`config.mk`:
```
export PLATFORM = sky130hd
export DESIGN_NAME = alu_arbiter_seq
export DESIGN_NICKNAME = d
export VERILOG_FILES = /design/src/rtl/alu_arbiter_seq.sv
export SDC_FILE = /design/constraint.sdc
export NUM_CORES = 1
export LEC_CHECK = 0
export ABC_CLOCK_PERIOD_IN_PS = 3470
export BUFFER_PORTS_ARGS = -buffer_cell sky130_fd_sc_hd__buf_2
export CAP_MARGIN = 20
export CORE_ASPECT_RATIO = 1.2
export CORE_UTILIZATION = 29
export DETAILED_ROUTE_END_ITERATION = 12
export PLACE_DENSITY = 0.67
export SETUP_SLACK_MARGIN = 0.15
export SYNTH_ARGS = -nofsm -noshare
export SYNTH_HDL_FRONTEND = slang
export SYNTH_SLANG_ARGS = --single-unit
```
`constraint.sdc`:
```
create_clock -name clk -period 3.47 [get_ports clk]
set_input_delay 0.694 -clock clk [delete_from_list [all_inputs] [get_ports clk]]
set_output_delay 0.694 -clock clk [all_outputs]
set_load 0.005 [all_outputs]
```
`src/rtl/alu_arbiter_seq.sv`:
```
// alu_arbiter_seq: shares one combinational ALU between two requesters.
// Optional macro ALU_FIXED_PRI_EN selects strict req0 priority.
module alu_arbiter_seq #(
   parameter int WIDTH         = 16,
   parameter int MULDIV_CYCLES = 3
) (
   input  logic             clk,
   input  logic             rst_n,
   input  logic             req0_valid,
   output logic             req0_ready,
   input  logic [3:0]       req0_op,
   input  logic [WIDTH-1:0] req0_a,
   input  logic [WIDTH-1:0] req0_b,
   input  logic             req1_valid,
   output logic             req1_ready,
   input  logic [3:0]       req1_op,
   input  logic [WIDTH-1:0] req1_a,
   input  logic [WIDTH-1:0] req1_b,
   output logic [WIDTH-1:0] alu_in1,
   output logic [WIDTH-1:0] alu_in2,
   output logic [3:0]       alu_ctrl,
   input  logic [WIDTH-1:0] alu_out,
   input  logic [WIDTH-1:0] alu_r0,
   input  logic             alu_ovf,
   output logic             rsp_valid,
   input  logic             rsp_ready,
   output logic             rsp_id,
   output logic [WIDTH-1:0] rsp_out,
   output logic [WIDTH-1:0] rsp_r0,
   output logic             rsp_ovf,
   output logic             rsp_err
);

   localparam logic [3:0] OP_ADD = 4'h1;
   localparam logic [3:0] OP_SUB = 4'h2;
   localparam logic [3:0] OP_MUL = 4'h4;
   localparam logic [3:0] OP_DIV = 4'h8;
   localparam logic [3:0] OP_C   = 4'hC;
   localparam logic [3:0] OP_E   = 4'hE;
   localparam logic [3:0] OP_F   = 4'hF;

   localparam logic [3:0] MD_LOAD = 4'(MULDIV_CYCLES - 1);

   typedef enum logic [1:0] {
      S_IDLE,
      S_EXEC,
      S_RESP
   } state_t;

   state_t           r_state;
   logic             r_last_grant;
   logic             r_id;
   logic [3:0]       r_cnt;
   logic [WIDTH-1:0] r_alu_in1;
   logic [WIDTH-1:0] r_alu_in2;
   logic [3:0]       r_alu_ctrl;
   logic             r_rsp_valid;
   logic             r_rsp_id;
   logic [WIDTH-1:0] r_rsp_out;
   logic [WIDTH-1:0] r_rsp_r0;
   logic             r_rsp_ovf;
   logic             r_rsp_err;

   logic             w_g0;
   logic             w_g1;
   logic             w_idle;
   logic             w_accept;
   logic [3:0]       w_sel_op;
   logic [WIDTH-1:0] w_sel_a;
   logic [WIDTH-1:0] w_sel_b;
   logic             w_legal;
   logic             w_muldiv;
   logic             w_divz;
   logic             w_bad;
   logic             w_cap_r0;
   logic             w_exec_last;

`ifdef ALU_FIXED_PRI_EN
   assign w_g0 = req0_valid;
`else
   // on a tie the requester that did not win last time is served
   assign w_g0 = req0_valid & (~req1_valid | r_last_grant);
`endif
   assign w_g1 = req1_valid & ~w_g0;

   // readys are forced low while reset is asserted
   assign w_idle     = (r_state == S_IDLE) & rst_n;
   assign req0_ready = w_idle & w_g0;
   assign req1_ready = w_idle & w_g1;
   assign w_accept   = req0_ready | req1_ready;

   assign w_sel_op = w_g1 ? req1_op : req0_op;
   assign w_sel_a  = w_g1 ? req1_a  : req0_a;
   assign w_sel_b  = w_g1 ? req1_b  : req0_b;

   // classify the selected op code
   always_comb begin
      w_legal  = 1'b0;
      w_muldiv = 1'b0;
      unique case (w_sel_op)
         OP_ADD, OP_SUB, OP_C, OP_E, OP_F: begin
            w_legal = 1'b1;
         end
         OP_MUL, OP_DIV: begin
            w_legal  = 1'b1;
            w_muldiv = 1'b1;
         end
         default: begin
            w_legal = 1'b0;
         end
      endcase
   end

   assign w_divz = (w_sel_op == OP_DIV) & (w_sel_b == '0);
   assign w_bad  = ~w_legal | w_divz;

   assign w_cap_r0 = (r_alu_ctrl == OP_MUL) |
                     (r_alu_ctrl == OP_DIV);

   assign w_exec_last = (r_cnt == 4'd0);

   // control FSM with registered ALU operands and response fields
   always_ff @(posedge clk or negedge rst_n) begin
      if (!rst_n) begin
         r_state      <= S_IDLE;
         r_last_grant <= 1'b1;
         r_id         <= 1'b0;
         r_cnt        <= 4'd0;
         r_alu_in1    <= '0;
         r_alu_in2    <= '0;
         r_alu_ctrl   <= 4'd0;
         r_rsp_valid  <= 1'b0;
         r_rsp_id     <= 1'b0;
         r_rsp_out    <= '0;
         r_rsp_r0     <= '0;
         r_rsp_ovf    <= 1'b0;
         r_rsp_err    <= 1'b0;
      end else begin
         unique case (r_state)
            S_IDLE: begin
               if (w_accept) begin
                  r_id         <= w_g1;
                  r_last_grant <= w_g1;
                  if (w_bad) begin
                     r_rsp_valid <= 1'b1;
                     r_rsp_id    <= w_g1;
                     r_rsp_out   <= '0;
                     r_rsp_r0    <= '0;
                     r_rsp_ovf   <= 1'b0;
                     r_rsp_err   <= 1'b1;
                     r_state     <= S_RESP;
                  end else begin
                     r_alu_in1  <= w_sel_a;
                     r_alu_in2  <= w_sel_b;
                     r_alu_ctrl <= w_sel_op;
                     r_cnt      <= w_muldiv ? MD_LOAD : 4'd0;
                     r_state    <= S_EXEC;
                  end
               end
            end
            S_EXEC: begin
               if (w_exec_last) begin
                  r_rsp_valid <= 1'b1;
                  r_rsp_id    <= r_id;
                  r_rsp_out   <= alu_out;
                  r_rsp_r0    <= w_cap_r0 ? alu_r0 : '0;
                  r_rsp_ovf   <= alu_ovf;
                  r_rsp_err   <= 1'b0;
                  r_state     <= S_RESP;
               end else begin
                  r_cnt <= r_cnt - 4'd1;
               end
            end
            S_RESP: begin
               if (rsp_ready) begin
                  r_rsp_valid <= 1'b0;
                  r_alu_ctrl  <= 4'd0;
                  r_state     <= S_IDLE;
               end
            end
            default: begin
               r_state <= S_IDLE;
            end
         endcase
      end
   end

   assign alu_in1   = r_alu_in1;
   assign alu_in2   = r_alu_in2;
   assign alu_ctrl  = r_alu_ctrl;
   assign rsp_valid = r_rsp_valid;
   assign rsp_id    = r_rsp_id;
   assign rsp_out   = r_rsp_out;
   assign rsp_r0    = r_rsp_r0;
   assign rsp_ovf   = r_rsp_ovf;
   assign rsp_err   = r_rsp_err;

endmodule

```
==> summary.md <==
| Metric | Value |
|---|---|
| Outcome | completed |
| CP required | 2.78 ns |
| Die Height | 125 um |
| Clk Latency, worst-skew pair | 0.33 ns |
| Number of flops mapped to enable cells by yosys | 0 |
| Vias | 3,547 |
| Tmin final | 2.50 ns |
| Total grt overflow | 0 |
| Ys async rst share | 1.00 |
| N_diodes | 0 |
| Register area share after synthesis | 0.545 |
| Final non-filler cell total | 726 |
| Final hold slack | 0.225 ns |
| WS Path Type | register to output pin |
| Slew HR | 0.428 |
| Global-route wire length before repair | 17,000 um |
| Cts repair resizes | 0 |
| Fin nets | 672 |
| P_leak | 2.54 nW |
| Drt drc | 0 |
| Worst hold path type | input port to async pin |
| Pre-antenna DRT Iters | 4 |
| Share of cells above drive strength 1 | 0.379 |
| Count of cell types in the netlist | 43 |
| Top-area cell type share of the netlist area | 0.538 |
| # rows | 44 |
| Global placer's final weighted congestion | 0.829 |
| Grt met2 use | 0.275 |
| TNS Setup | 0 ns |
| Die area | 13,100 um2 |
| Count of final setup violators | 0 |
| Crit Path Max Fanout | 35 |
| CTS root buffer | clkbuf_16 |
| Cell accounting for the most synthesized area | dfrtp_1 |
| Die Wd | 105 um |
| Cts bufs inserted | 9 |
| Clk sink count | 80 |
| F_max | 401 MHz |
| Initial antenna violation count | 0 |
| # Max-Cap Violations | 0 |
| Post-CTS setup buffer count | 0 |
| Vias per Instance | 4.89 |
| Max Clock Skew | 0.00981 ns |
| M1 GR Usage | 0.204 |
| DRT Wirelength | 10,300 um |
| CP Capture Type | output pin |
| Syn Nets | 494 |
| Pin count of the biggest net entering global routing | 67 |
| Period utilisation layout | 0.719 |
| Startpoint types | register |
| Final Power | 4.09 mW |
| Post-route cell area | 5050 um2 |
| #FFs+latches synth | 80 |
| Core Util, Final | 0.413 |
| Max-slew violation count | 0 |
| RSZ-0062 raised after global routing | no |
| Hold buffers post-CTS | 0 |
| Most common cell in the netlist | nand2_1 |
| CTS tree | yes |
| Cell Pwr Density | 810 nW/um2 |
| IO buf count | 183 |
| I/O pins | 184 |
| Max Buffers Root-to-Sink | 2 |
| Synth warn | 0 |
| Place WS | 0.807 ns |
| ANT nets after route | 0 |
| DR WL/cell | 14.1 um |
| Worst VDD drop | 264 uV |
| Syn_area_per_cell | 9.63 um2 |
| Setup ws final | 0.973 ns |
| Iter 0 DRT Violations | 172 |
| GR peak layer | met2 |
| Slew @ Worst Pin | 0.855 ns |
| Area grow syn2layout | 37.4% |
| Top cells by count, synth | 92 x nand2_1, 79 x dfrtp_1, 42 x nor2_1 |
| Clock slew seen by the registers of the worst setup and hold paths | 0.06 ns |
| GRT Util Overall | 0.160 |
| Fillers | 1,263 |
| Synth area leaders | dfrtp_1 54%, nand2_1 9.4%, a22o_1 7.9% |
| Vias in the first global route | 3,527 |
| Initial core utilization | 0.301 |
| Netlist Area Pre-Place | 3680 um2 |
| Met3 usage | 0.0381 |
| Cells after Synth | 382 |
| Synth Flop Type | dfrtp_1 |
| Endpoints failing hold | 0 |
| Worst Path Arrival | 1.80 ns |
| Placed insts | 710 |
| Final HPWL DP | 7640 um |
| Core ar. | 12,200 um2 |
| Max H-tree Level | 3 |
| DP Area | 4740 um2 |
layout make-up:
class / instances / area, um2 / share of cell area
inverter: 5 / 18.8 / 0.00371
clock buffer: 11 / 243 / 0.0480
timing repair buffer: 191 / 978 / 0.194
multi-input combinational: 273 / 1540 / 0.305
clock inverter: 5 / 65.1 / 0.0129
sequential: 80 / 2000 / 0.396
tap: 161 / 201 / 0.0399
sequential cells by signal, summed over array words and instances (netlist names):
register      cells
alu_in1          16
alu_in2          16
rsp_out          16
rsp_r0           16
alu_ctrl          4
r_cnt             4
r_state           2
r_id              1
r_last_grant      1
rsp_err           1
rsp_id            1
rsp_ovf           1
rsp_valid         1
power by group:
part | switching, mW | internal [mW] | leakage [nW]
sequential | 0.260 | 1.37 | 0.988
combinational | 0.767 | 0.730 | 1.40
clock | 0.384 | 0.584 | 0.150
cells in the final DEF (no fill, tap or decap), types with 2 or more instances in the layout:
| cell | n |
|---|---|
| nor3b_1 | 3 |
| a21o_1 | 2 |
| clkbuf_16 | 9 |
| a31oi_1 | 32 |
| nand3_1 | 4 |
| nor2_1 | 42 |
| nor4_1 | 7 |
| o22ai_1 | 2 |
| or3_1 | 2 |
| xor2_1 | 4 |
| nand2_1 | 92 |
| inv_1 | 5 |
| buf_4 | 9 |
| a22o_1 | 33 |
| clkinv_4 | 3 |
| o21ai_0 | 12 |
| dfrtp_1 | 79 |
| nor2b_1 | 2 |
| buf_2 | 182 |
| nand4_1 | 4 |
| a21oi_1 | 7 |
| a221o_1 | 2 |
| ha_1 | 2 |
| nor3_1 | 3 |
worst max-delay path, cell delays in order (launching register included):
cell	delay [ns]
dfstp_2	0.57
a21bo_1	0.28
buf_4	0.41
nor2_1	0.07
buf_2	0.13
worst paths after layout:
kind	start	cells after the start	endpoint	slack (ns)
worst max-delay path	r_last_grant$_DFFE_PN1P_	4	req1_ready	0.97
min in group clk	rsp_out[12]$_DFFE_PN0P_	1	rsp_out[12]$_DFFE_PN0P_	0.50
max in group asynchronous	rst_n	2	rsp_r0[9]$_DFFE_PN0P_	2.15
worst min-delay path	rst_n	1	alu_in2[11]$_DFFE_PN0P_	0.23
worst min register to register	rsp_out[12]$_DFFE_PN0P_	1	rsp_out[12]$_DFFE_PN0P_	0.50
worst max register to register	r_cnt[0]$_DFFE_PN0P_	7	rsp_r0[9]$_DFFE_PN0P_	1.11
kinds of logic after synthesis:
| group | Yosys count | synth area share |
|---|---|---|
| compound gates | 100 | 0.197 |
| xor+xnor | 5 | 0.0119 |
| fa+ha+maj | 2 | 0.00680 |
| buf+inv | 29 | 0.0401 |
| flops | 80 | 0.545 |
| mux | 1 | 0.00306 |
| simple gates | 165 | 0.196 |
routing by layer:
layer | wire length, um | vias to the layer above | part of all wire
met5 | 0 | - | 0
met2 | 4930 | 144 | 0.48
met3 | 714 | 5 | 0.070
met1 | 4560 | 1681 | 0.44
li1 | - | 1717 | -
met4 | 54 | 0 | 0.0053
Power figures use the tool's default switching activity.
